<file path="config.mk">
export PLATFORM = sky130hd
export DESIGN_NAME = multdiv_unit
export DESIGN_NICKNAME = d
export VERILOG_FILES = /design/src/rtl/multdiv_pkg.sv /design/src/rtl/booth_recode.sv /design/src/rtl/multdiv_unit.sv
export SDC_FILE = /design/constraint.sdc
export NUM_CORES = 1
export LEC_CHECK = 0
export ABC_AREA = 1
export CORE_MARGIN = 4
export CORE_UTILIZATION = 40
export CTS_BUF_LIST = sky130_fd_sc_hd__clkbuf_8 sky130_fd_sc_hd__clkbuf_16
export CTS_CLUSTER_SIZE = 8
export DETAILED_ROUTE_END_ITERATION = 8
export PLACE_DENSITY = 0.61
export REMOVE_ABC_BUFFERS = 1
export SLEW_MARGIN = 15
export SYNTH_ARGS = -nofsm -noshare
export SYNTH_HDL_FRONTEND = slang
export SYNTH_HIERARCHICAL = 1
export SYNTH_SLANG_ARGS = --single-unit
</file>
<file path="constraint.sdc">
create_clock -name clock -period 6.6 [get_ports clock]
set_input_delay 1.65 -clock clock [delete_from_list [all_inputs] [get_ports clock]]
set_output_delay 1.65 -clock clock [all_outputs]
set_load 0.01 [all_outputs]
</file>
<file path="src/rtl/multdiv_pkg.sv">
// Shared constants and encodings for the iterative signed multiply/divide unit.
package multdiv_pkg;

    localparam int MULT_ITERS   = 16;
    localparam int DIV_ITERS    = 32;
    localparam int MULT_LATENCY = 17;
    localparam int DIV_LATENCY  = 34;

    typedef logic [2:0] state_t;
    localparam state_t ST_IDLE    = 3'd0;
    localparam state_t ST_MULT    = 3'd1;
    localparam state_t ST_DIV     = 3'd2;
    localparam state_t ST_DIV_FIX = 3'd3;
    localparam state_t ST_DONE    = 3'd4;

    typedef enum logic [2:0] {
        BS_ZERO,
        BS_PA,
        BS_P2A,
        BS_NA,
        BS_N2A
    } booth_sel_e;

endpackage

</file>
<file path="src/rtl/booth_recode.sv">
// Radix-4 Booth recoder: 3-bit multiplier window to partial-product select.
module booth_recode
    import multdiv_pkg::*;
(
    input  logic [2:0] window_i,
    output booth_sel_e sel_o,
    output logic       neg_o
);

    always_comb begin
        unique case (window_i)
            3'b001, 3'b010: sel_o = BS_PA;
            3'b011:         sel_o = BS_P2A;
            3'b100:         sel_o = BS_N2A;
            3'b101, 3'b110: sel_o = BS_NA;
            default:        sel_o = BS_ZERO;
        endcase
    end

    assign neg_o = (sel_o == BS_NA) || (sel_o == BS_N2A);

endmodule

</file>
<file path="src/rtl/multdiv_unit.sv">
// Iterative signed 32-bit multiply (radix-4 Booth) / divide (non-restoring)
// built around one shared CLA add/sub datapath.
//   state      | meaning
//   ST_IDLE    | waiting for a start pulse
//   ST_MULT    | Booth iterations, one per edge
//   ST_DIV     | non-restoring divide iterations on |A| with signed B
//   ST_DIV_FIX | negate quotient when operand signs differ
//   ST_DONE    | register result/exception, pulse RDY
module multdiv_unit
    import multdiv_pkg::*;
#(
    parameter int WIDTH = 32
) (
    input  logic             clock,
    input  logic             reset_n,
    input  logic [WIDTH-1:0] data_operandA,
    input  logic [WIDTH-1:0] data_operandB,
    input  logic             ctrl_MULT,
    input  logic             ctrl_DIV,
    output logic [WIDTH-1:0] data_result,
    output logic             data_exception,
    output logic             data_resultRDY,
    output logic             busy
);

    if (WIDTH != 32 || MULT_ITERS != WIDTH / 2 || DIV_ITERS != WIDTH ||
        MULT_LATENCY != MULT_ITERS + 1 || DIV_LATENCY != DIV_ITERS + 2) begin : g_cfg_check
        $error("multdiv_unit: only WIDTH=32 is supported");
    end

    state_t           state_q, state_d;
    logic [5:0]       cnt_q, cnt_d;
    logic             op_div_q, op_div_d;
    logic [WIDTH-1:0] a_q, a_d, b_q, b_d, lo_q, lo_d, res_q, res_d;
    logic [WIDTH+1:0] hi_q, hi_d;
    logic             ext_q, ext_d, exc_q, exc_d, rdy_q, rdy_d;

    logic       start_mul, start_div;
    booth_sel_e sel;
    logic       sel_neg;

    logic [WIDTH+1:0] add_x, add_y, add_y_eff, add_sum, rem_shl;
    logic             add_sub, ext_c;
    logic [WIDTH/4:0] grp_c;
    logic [3:0]       bit_p, bit_g, bit_c;

    logic [WIDTH:0]   ovf_bits;
    logic             mul_ovf, div_by_zero, div_ovf;

    assign start_mul = ctrl_MULT;
    assign start_div = ctrl_DIV & ~ctrl_MULT;

    booth_recode u_booth (
        .window_i ({lo_q[1:0], ext_q}),
        .sel_o    (sel),
        .neg_o    (sel_neg)
    );

    // Partial remainder stays within +/-2^31, so bit 31 already carries its sign.
    assign rem_shl = {hi_q[WIDTH-1], hi_q[WIDTH-1:0], lo_q[WIDTH-1]};

    always_comb begin
        add_x   = '0;
        add_y   = '0;
        add_sub = 1'b0;
        if (start_div) begin
            add_y   = {{2{data_operandA[WIDTH-1]}}, data_operandA};
            add_sub = data_operandA[WIDTH-1];
        end else if (state_q == ST_MULT) begin
            add_x   = hi_q;
            add_sub = sel_neg;
            unique case (sel)
                BS_PA, BS_NA:   add_y = {{2{a_q[WIDTH-1]}}, a_q};
                BS_P2A, BS_N2A: add_y = {a_q[WIDTH-1], a_q, 1'b0};
                default:        add_y = '0;
            endcase
        end else if (state_q == ST_DIV) begin
            add_x   = rem_shl;
            add_y   = {{2{b_q[WIDTH-1]}}, b_q};
            add_sub = ~hi_q[WIDTH] ^ b_q[WIDTH-1];
        end else if (state_q == ST_DIV_FIX) begin
            add_y   = {2'b00, lo_q};
            add_sub = a_q[WIDTH-1] ^ b_q[WIDTH-1];
        end
    end

    // 4-bit lookahead groups for the low word, full-adder chain for the two extension bits.
    always_comb begin
        add_y_eff = add_sub ? ~add_y : add_y;
        add_sum   = '0;
        grp_c     = '0;
        grp_c[0]  = add_sub;
        bit_p     = '0;
        bit_g     = '0;
        bit_c     = '0;
        for (int k = 0; k < WIDTH / 4; k++) begin
            bit_p = add_x[4*k +: 4] ^ add_y_eff[4*k +: 4];
            bit_g = add_x[4*k +: 4] & add_y_eff[4*k +: 4];
            bit_c[0] = grp_c[k];
            bit_c[1] = bit_g[0] | (bit_p[0] & grp_c[k]);
            bit_c[2] = bit_g[1] | (bit_p[1] & bit_g[0]) | (bit_p[1] & bit_p[0] & grp_c[k]);
            bit_c[3] = bit_g[2] | (bit_p[2] & bit_g[1]) | (bit_p[2] & bit_p[1] & bit_g[0])
                     | (bit_p[2] & bit_p[1] & bit_p[0] & grp_c[k]);
            grp_c[k+1] = bit_g[3] | (bit_p[3] & bit_g[2]) | (bit_p[3] & bit_p[2] & bit_g[1])
                       | (bit_p[3] & bit_p[2] & bit_p[1] & bit_g[0]) | (&bit_p & grp_c[k]);
            add_sum[4*k +: 4] = bit_p ^ bit_c;
        end
        add_sum[WIDTH] = add_x[WIDTH] ^ add_y_eff[WIDTH] ^ grp_c[WIDTH/4];
        ext_c = (add_x[WIDTH] & add_y_eff[WIDTH]) |
                (grp_c[WIDTH/4] & (add_x[WIDTH] ^ add_y_eff[WIDTH]));
        add_sum[WIDTH+1] = add_x[WIDTH+1] ^ add_y_eff[WIDTH+1] ^ ext_c;
    end

    assign ovf_bits    = {hi_q[WIDTH-1:0], lo_q[WIDTH-1]};
    assign mul_ovf     = ~((&ovf_bits) | ~(|ovf_bits));
    assign div_by_zero = (b_q == '0);
    assign div_ovf     = (a_q == {1'b1, {(WIDTH-1){1'b0}}}) && (&b_q);

    always_comb begin
        state_d  = state_q;
        cnt_d    = cnt_q;
        op_div_d = op_div_q;
        a_d      = a_q;
        b_d      = b_q;
        hi_d     = hi_q;
        lo_d     = lo_q;
        ext_d    = ext_q;
        res_d    = res_q;
        exc_d    = exc_q;
        rdy_d    = 1'b0;
        if (start_mul || start_div) begin
            a_d      = data_operandA;
            b_d      = data_operandB;
            hi_d     = '0;
            ext_d    = 1'b0;
            op_div_d = start_div;
            if (start_mul) begin
                state_d = ST_MULT;
                cnt_d   = 6'(MULT_ITERS - 1);
                lo_d    = data_operandB;
            end else begin
                state_d = ST_DIV;
                cnt_d   = 6'(DIV_ITERS - 1);
                lo_d    = add_sum[WIDTH-1:0];
            end
        end else begin
            unique case (state_q)
                ST_MULT: begin
                    hi_d  = {{2{add_sum[WIDTH+1]}}, add_sum[WIDTH+1:2]};
                    lo_d  = {add_sum[1:0], lo_q[WIDTH-1:2]};
                    ext_d = lo_q[1];
                    cnt_d = cnt_q - 6'd1;
                    if (cnt_q == '0) state_d = ST_DONE;
                end
                ST_DIV: begin
                    hi_d  = add_sum;
                    lo_d  = {lo_q[WIDTH-2:0], ~add_sum[WIDTH]};
                    cnt_d = cnt_q - 6'd1;
                    if (cnt_q == '0) state_d = ST_DIV_FIX;
                end
                ST_DIV_FIX: begin
                    lo_d    = add_sum[WIDTH-1:0];
                    state_d = ST_DONE;
                end
                ST_DONE: begin
                    state_d = ST_IDLE;
                    rdy_d   = 1'b1;
                    if (op_div_q) begin
                        res_d = div_by_zero ? '0 : lo_q;
                        exc_d = div_by_zero | div_ovf;
                    end else begin
                        res_d = lo_q;
                        exc_d = mul_ovf;
                    end
                end
                default: state_d = ST_IDLE;
            endcase
        end
    end

    always_ff @(posedge clock or negedge reset_n) begin
        if (!reset_n) begin
            state_q  <= ST_IDLE;
            cnt_q    <= '0;
            op_div_q <= 1'b0;
            a_q      <= '0;
            b_q      <= '0;
            hi_q     <= '0;
            lo_q     <= '0;
            ext_q    <= 1'b0;
            res_q    <= '0;
            exc_q    <= 1'b0;
            rdy_q    <= 1'b0;
        end else begin
            state_q  <= state_d;
            cnt_q    <= cnt_d;
            op_div_q <= op_div_d;
            a_q      <= a_d;
            b_q      <= b_d;
            hi_q     <= hi_d;
            lo_q     <= lo_d;
            ext_q    <= ext_d;
            res_q    <= res_d;
            exc_q    <= exc_d;
            rdy_q    <= rdy_d;
        end
    end

    assign data_result    = res_q;
    assign data_exception = exc_q;
    assign data_resultRDY = rdy_q;
    assign busy           = (state_q != ST_IDLE);

endmodule

</file>
# After elaboration in Yosys (flattened, before gate mapping)
# Cells that the tools add are included.
[classes]
n_addsub = 1
n_eq_ne = 17
n_mux = 34
n_bitwise = 243
n_reduce_logical = 28
[ops]
columns = ["op", "n"]
rows = [
  ["$mux 34", 8],
  ["$mux 32", 5],
  ["$pmux 34 s2", 2],
  ["$and 1x1->1", 123],
  ["$pmux 32 s3", 1],
  ["$or 1x1->1", 83],
  ["$xor 4x4->4", 16],
  ["$not 34->34", 1],
  ["$reduce_and 33->1", 1],
  ["$reduce_or 33->1", 1],
  ["$and 4x4->4", 8],
  ["$eq 32x32->1 const B", 1],
  ["$logic_not 32->1", 1],
  ["$reduce_and 32->1", 1],
  ["$reduce_and 4->1", 8],
  ["$eq 3x2->1 const B", 6],
  ["$eq 3x3->1 const B", 5],
  ["$mux 6", 2],
  ["$pmux 3 s4", 1],
  ["$reduce_or 2->1", 5],
  ["$eq 3x1->1 const B", 3],
  ["$mux 1", 9],
  ["$mux 3", 3],
  ["$pmux 3 s3", 1],
  ["other kinds (13)", 28],
]
[totals]
register_bits = 175
input_bits = 68
out_inout_bits = 35
word_cells = 334

# Depth between registers and ports, before layout
[depth]
word_depth = 35
depth_mapped = 40
mapped_depth_nobuf = 39

# Cells and area by module
# Netlist, hierarchy kept.
[by_module_without_submodules]
columns = ["module", "instances", "cells_per_inst", "area_per_inst_um2", "seq_area_each_um2"]
rows = [
  ["multdiv_unit", 1, 1533, 11521.0, 4379.2],
  ["booth_recode", 1, 13, 55.1, 0.0],
]

# Worst setup path after synthesis
# No wires, ideal clock.
[synth_timing]
path_kind = "input-to-reg"
start = "input ctrl_MULT"
end = "register lo_q[0]"
t_arrival_ns = 5.778
t_required_ns = 6.462
path_slack_ns = 0.684
cell_stages = 35
n_path_buf = 2
cell_sequence = "buf_2 nor2_1 a21oi_1 nand2_2 nand2_1 inv_2 clkbuf_1 xor2_1 ha_1 nand2_1 inv_1 nand2_1 nand2_1 a31oi_1 nand2_2 nand2_1 nand2_2 nand2_2 nand2_2 nand2_2 nand2_2 nand2_2 nand2_4 nand2_2 nand2_4 nand2_2 nand2_2 nand2_2 nand2_1 a21oi_1 fa_1 nand2_1 o21ai_0 a221oi_1 a22oi_1"
[synth_via]
elab_chain_cells = 29
[synth_lines]
columns = ["item", "line_no", "text"]
rows = [
  ["start: declaration", "multdiv_unit.sv:18", "input logic ctrl_MULT,"],
  ["$not 1->1", "multdiv_unit.sv:51", "assign start_div = ctrl_DIV & ~ctrl_MULT;"],
  ["$and 1x1->1", "multdiv_unit.sv:51", ""],
  ["$mux 34", "multdiv_unit.sv:66", "if (start_div) begin"],
  ["$not 34->34", "multdiv_unit.sv:89", "add_y_eff = add_sub ? ~add_y : add_y;"],
  ["$mux 34", "multdiv_unit.sv:89", ""],
  ["$xor 4x4->4 / $and 4x4->4 (equally long branches)", "multdiv_unit.sv:97, multdiv_unit.sv:98", ""],
  ["$and 1x1->1, on equally long branches", "multdiv_unit.sv:104, multdiv_unit.sv:105", ""],
  ["$or 1x1->1 (tied with other cells)", "multdiv_unit.sv:104", "grp_c[k+1] = bit_g[3] | (bit_p[3] & bit_g[2]) | (bit_p[3] & bit_p[2] & bit_g[1])"],
  ["[13 not listed]", "--", ""],
  ["$and 1x1->1", "multdiv_unit.sv:105", "| (bit_p[3] & bit_p[2] & bit_p[1] & bit_g[0]) | (&bit_p & grp_c[k]);"],
  ["$or 1x1->1", "multdiv_unit.sv:105", ""],
  ["$and 1x1->1", "multdiv_unit.sv:105", ""],
  ["$or 1x1->1", "multdiv_unit.sv:105", ""],
  ["$xor 1x1->1", "multdiv_unit.sv:108", "add_sum[WIDTH] = add_x[WIDTH] ^ add_y_eff[WIDTH] ^ grp_c[WIDTH/4];"],
  ["$not 1->1", "multdiv_unit.sv:157", "lo_d = {lo_q[WIDTH-2:0], ~add_sum[WIDTH]};"],
  ["$pmux 32 s3", "multdiv_unit.sv:147", "unique case (state_q)"],
  ["$mux 32", "multdiv_unit.sv:131", "if (start_mul || start_div) begin"],
  ["end signal: assignment", "multdiv_unit.sv:201", "lo_q <= lo_d;"],
  ["end: declaration", "multdiv_unit.sv:34", "logic [WIDTH-1:0] a_q, a_d, b_q, b_d, lo_q, lo_d, res_q, res_d;"],
]
# Parallel ways exist; a longest one is shown, timed or not.
# A chain may end at the register's enable or synchronous reset.

# Worst setup path in the final report
[layout_timing]
start = "input ctrl_DIV"
end = "register lo_q[0]"
[layout_via]
elab_chain_cells = 28
[layout_lines]
columns = ["item", "line_no", "text"]
rows = [
  ["start: declaration", "multdiv_unit.sv:19", "input logic ctrl_DIV,"],
  ["$and 1x1->1 (*)", "multdiv_unit.sv:51", ""],
  ["$mux 34", "multdiv_unit.sv:66", ""],
  ["$not 34->34", "multdiv_unit.sv:89", ""],
  ["$mux 34", "multdiv_unit.sv:89", ""],
  ["$xor 4x4->4 / $and 4x4->4 (equally long branches)", "multdiv_unit.sv:97, multdiv_unit.sv:98", ""],
  ["$and 1x1->1, on equally long branches", "multdiv_unit.sv:104, multdiv_unit.sv:105", ""],
  ["$or 1x1->1 (tied with other cells)", "multdiv_unit.sv:104", ""],
  ["$or 1x1->1 / $and 1x1->1 (equally long branches)", "multdiv_unit.sv:104, multdiv_unit.sv:105", ""],
  ["[12 not listed]", "--", ""],
  ["$and 1x1->1", "multdiv_unit.sv:105", ""],
  ["$or 1x1->1", "multdiv_unit.sv:105", ""],
  ["$and 1x1->1", "multdiv_unit.sv:105", ""],
  ["$or 1x1->1", "multdiv_unit.sv:105", ""],
  ["$xor 1x1->1", "multdiv_unit.sv:108", ""],
  ["$not 1->1", "multdiv_unit.sv:157", ""],
  ["$pmux 32 s3", "multdiv_unit.sv:147", ""],
  ["$mux 32", "multdiv_unit.sv:131", ""],
]
# Mark *: on every way between the ends. The rest lies on a longest branch, timed or not.

==> flow_summary.rst <==
.. list-table::
   :header-rows: 1

   * - Metric
     - Value
   * - WL met1
     - 18.0 mm
   * - Part of the power in registers
     - 35.0%
   * - Pin count of the biggest net entering global routing
     - 66
   * - Count of fill cells added during filler insertion
     - roughly 2800
   * - Number of distinct library cells after synthesis
     - 46
   * - Run status
     - finished, final reports clean
   * - Routed length on met3
     - ~3.1 mm
   * - Minimum period implied by the final worst setup slack
     - between 5 and 6 ns
   * - Layout Cells excl Fill
     - 2011
   * - Leading cell types by total area after synthesis
     - sky130_fd_sc_hd__dfrtp_1, sky130_fd_sc_hd__o21ai_0, sky130_fd_sc_hd__nand2_1
   * - Core region area
     - 0.0286 sq mm
   * - Num Clock Sinks
     - about 180
   * - Slew headroom
     - 25.6%
   * - Clock-pin slew reported for the worst setup and hold paths after clock tree synthesis
     - approximately 0.06 ns
   * - First-pass GRT wire length
     - 63.3 mm
   * - Post-layout instance area
     - between 0.01 and 0.015 sq mm
   * - Critical path capture point type
     - flip-flop
   * - Core utilization of the finished layout
     - between 40% and 50%
   * - Initial DRC count
     - around 1200
   * - Highest-count cells in the layout ignoring fill and taps
     - sky130_fd_sc_hd__nand2_1, sky130_fd_sc_hd__inv_1, sky130_fd_sc_hd__o21ai_0, sky130_fd_sc_hd__dfrtp_1, sky130_fd_sc_hd__clkdlybuf4s50_1
   * - Worst setup skew after layout
     - 0.00983 ns
   * - Setup repair after global routing missed its margin
     - false
   * - Sort of element at the start of the critical path
     - input pin
   * - Fraction of power consumed by the clock network
     - between 20 and 30%
   * - Die Footprint
     - around 0.032 sq mm
   * - Crit path max fanout
     - 7
   * - DR pass1 iterations
     - 5
   * - Post-synth ARST share
     - 100%
   * - Combinational family with the most area after synthesis
     - compound AO/OA/AOI/OAI gates
   * - Post-synthesis adder-cell area fraction
     - 5.06%
   * - Share of synthesized cell area in and, or, nand and nor gates
     - roughly a fifth
   * - YS warnings
     - 6
   * - Path class of the lowest-slack min-delay path
     - flip-flop to flip-flop
   * - Area post-placement
     - 0.0131 sq mm
   * - Tightest Pin Transition
     - around 1.1 ns
   * - Initial antenna violation count
     - 0
   * - Multiplexer share of the synthesized area
     - less than 1%
   * - Max capacitance violation total
     - 0
   * - Delay of the slowest cell on the worst path
     - between 0.5 and 0.6 ns
   * - Logic depth of the worst setup path including buffers
     - 35
   * - Crit path top cell by count
     - sky130_fd_sc_hd__nand2_2
   * - Critical path data required time
     - just under 7 ns
   * - Latest clock arrival within the worst-skew pair
     - between 0.4 and 0.5 ns
   * - Dominant cell type by area after synthesis
     - sky130_fd_sc_hd__dfrtp_1
   * - Number of global-route vias before repair
     - around 11000
   * - Remaining number of nets flagged by the antenna check after routing
     - 0
   * - Nets@finish
     - ~1700
   * - Post-synthesis average cell area
     - roughly 7.5 sq um
   * - Combined global-route utilization of all metal layers
     - 25.4%
   * - Vias after detailed routing
     - between 10000 and 15000
   * - Placed wire-length estimate
     - about 28 mm
   * - Count of buffer and inverter cells on the critical path
     - 4
   * - Internal power component
     - between 2000 and 2500 uW
   * - Leakage power total
     - between 0.006 and 0.007 uW
   * - Topmost layer with routed signal wires
     - met4
   * - Crit path max-delay cell type
     - sky130_fd_sc_hd__clkdlybuf4s50_1
   * - Final Max Slew Viols
     - 0
   * - Achievable clock frequency
     - ~170 MHz
   * - Share of post-route cells with drive strength above 1
     - about 6.1%
   * - DR WL/cell
     - just under 20 um
   * - Footprint of the flip-flops and latches
     - 0.00438 sq mm
   * - Cell Pwr Density
     - roughly 280 mW/mm^2
   * - Setup violation total in the final timing report
     - 0
   * - Total grt overflow
     - 0
   * - Cell depth of the worst min-delay path
     - 2
   * - Combinational fraction of design power
     - a little over a third
   * - Most used flip-flop cell after synthesis
     - sky130_fd_sc_hd__dfrtp_1
   * - Initial cell density of the core
     - approximately 40%
   * - Post-synthesis instance area
     - 0.0116 sq mm
   * - Overall power after layout
     - between 3000 and 4000 uW
   * - Via count normalized by instance count
     - ~5.7
   * - Net switching power
     - between 1000 and 1500 uW
   * - Number of buffers on the longest clock path
     - 2
   * - Number of setup buffers added after CTS
     - 0
   * - Inst Count DP
     - ~2000
   * - Remaining routing DRC violations
     - 0
   * - Crit share post-route
     - approximately 91%
   * - Die Span Y
     - 178 um
   * - Leading cell type in the layout, fill and taps excluded
     - sky130_fd_sc_hd__nand2_1
   * - Row count
     - between 60 and 70
   * - Number of antenna diodes
     - 0
   * - Total wire length
     - 39.9 mm
   * - Top Ports
     - ~100
   * - Area Overhead vs Synth
     - 18.5%
   * - Cell at the root of the clock tree
     - sky130_fd_sc_hd__clkbuf_16
   * - Area of the multi-input gates
     - roughly 0.0060 sq mm
   * - Sequential-to-total area share from yosys stat
     - 37.8%
   * - Register bit total from synthesis
     - 175
   * - Arrival time at the worst endpoint
     - 6.30 ns
   * - Placer Congestion
     - ~0.91
   * - Buffers added on ports
     - between 100 and 150
   * - Switching share of total power
     - 37.8%
   * - Xor and xnor fraction of the mapped netlist area
     - a little under 4%
   * - Number of enable flip-flop cells after synthesis
     - 0
   * - Start-to-end type of the worst setup path
     - input pin to flip-flop
   * - # H-tree levels
     - 4
   * - Clock tree from TritonCTS
     - built
   * - Post-synthesis compound-gate area fraction
     - 23.6%
   * - Post-synth top area share
     - a little under two fifths
   * - Worst supply voltage drop on vdd
     - ~0.00018 V
   * - Post-synthesis instance total
     - around 1500
   * - Detailed route wirelength on metal2
     - between 15 and 20 mm
   * - Hold violation total from the final report
     - 0
   * - Gate family responsible for the most delay along the worst path
     - simple AND/OR/NAND/NOR gates
   * - Clock buffers created by TritonCTS
     - 17
   * - Horizontal die dimension
     - 178 um
   * - Path depth of the worst reg2reg path
     - 35
==> repair_timing <==
item,CTS,global route
gates resized for setup,0,2
hold buffers,0,0
setup endpoints to repair,0,1
endpoints found under the hold margin,0,0
==> final timing paths <==
path | start | endpoint | slack [ns]
worst min register to register | data_result[3] | data_result[3] | 0.48
min in group asynchronous | reset_n | a_q[28] | 1.18
worst max-delay path | ctrl_DIV | lo_q[0] | 0.61
worst min-delay path | data_result[3] | data_result[3] | 0.48
worst max register to register | lo_q[1] | lo_q[0] | 1.19
max in group asynchronous | reset_n | lo_q[10] | 4.12
==> through the flow <==
stage | setup WS, ns | setup TNS, ns | hold slack (ns)
4_1_cts | 0.546 | 0 | 0.488
6_report | 0.611 | 0 | 0.480
2_1_floorplan | -2.16 | -141.08 | 0.444
5_1_grt | 0.0294 | 0 | 0.511
3_5_place_dp | 0.113 | 0 | 0.473
3_3_place_gp | 0.206 | 0 | 0.465
==> final cells by class <==
type	count	area share, %
Clock buffer	17	3.10
Clock inverter	13	1.28
Inverter	232	6.35
Multi-Input combinational cell	1050	44.0
Sequential cell	175	31.9
Tap cell	384	3.50
Timing Repair Buffer	140	9.91
==> cell families after synthesis <==
logic type                 Yosys count
buffers and inverters              321
and+or+nand+nor                    507
xor gates and xnor gates            51
DFF                                175
adders and majority gates           42
muxes                                1
AOI/OAI and AO/OA                  449
==> registers in the layout (all words and copies together) (netlist names) <==
| register | flops |
|---|---|
| data_exception | 1 |
| data_resultRDY | 1 |
| state_q | 3 |
| a_q | 32 |
| op_div_q | 1 |
| data_result | 32 |
| hi_q | 34 |
| lo_q | 32 |
| ext_q | 1 |
| b_q | 32 |
| cnt_q | 6 |
==> Yosys cell counts, drive strengths merged (12+ instances only) <==
| master | n |
|---|---|
| a21oi | 69 |
| clkbuf | 73 |
| dfrtp | 175 |
| nor4 | 23 |
| nand2 | 284 |
| nand3 | 71 |
| inv | 231 |
| buf | 16 |
| ha | 34 |
| nand4 | 24 |
| nor2 | 83 |
| xor2 | 43 |
| o21ai | 220 |
| o22ai | 23 |
| nor3 | 16 |
| a22oi | 14 |
| a221oi | 12 |
| a211oi | 17 |
| o221ai | 66 |
==> worst min-delay path, stage by stage, from the launching register on <==
cell	delay, ns
sky130_fd_sc_hd__dfrtp_1	0.34
sky130_fd_sc_hd__nand2_1	0.05
sky130_fd_sc_hd__o21ai_0	0.05
==> power groups by stage <==
stage / logic (uW) / registers (uW) / clock network (uW)
final: 1390 / 1330 / 1080
after global routing: 1540 / 1350 / 1130
after CTS: 1370 / 1330 / 1090
after detailed placement: 1360 / 1340 / 0
after global placement: 1350 / 1340 / 0
after floorplan: 840 / 1340 / 0
==> routing by layer <==
layer,global-route usage [%],vias to the layer above
met3,3.60,84
met4,8.73,0
met5,0,-
met1,36.7,5488
li1,-,5423
met2,39.1,517
(Power assumes the default switching activity.)
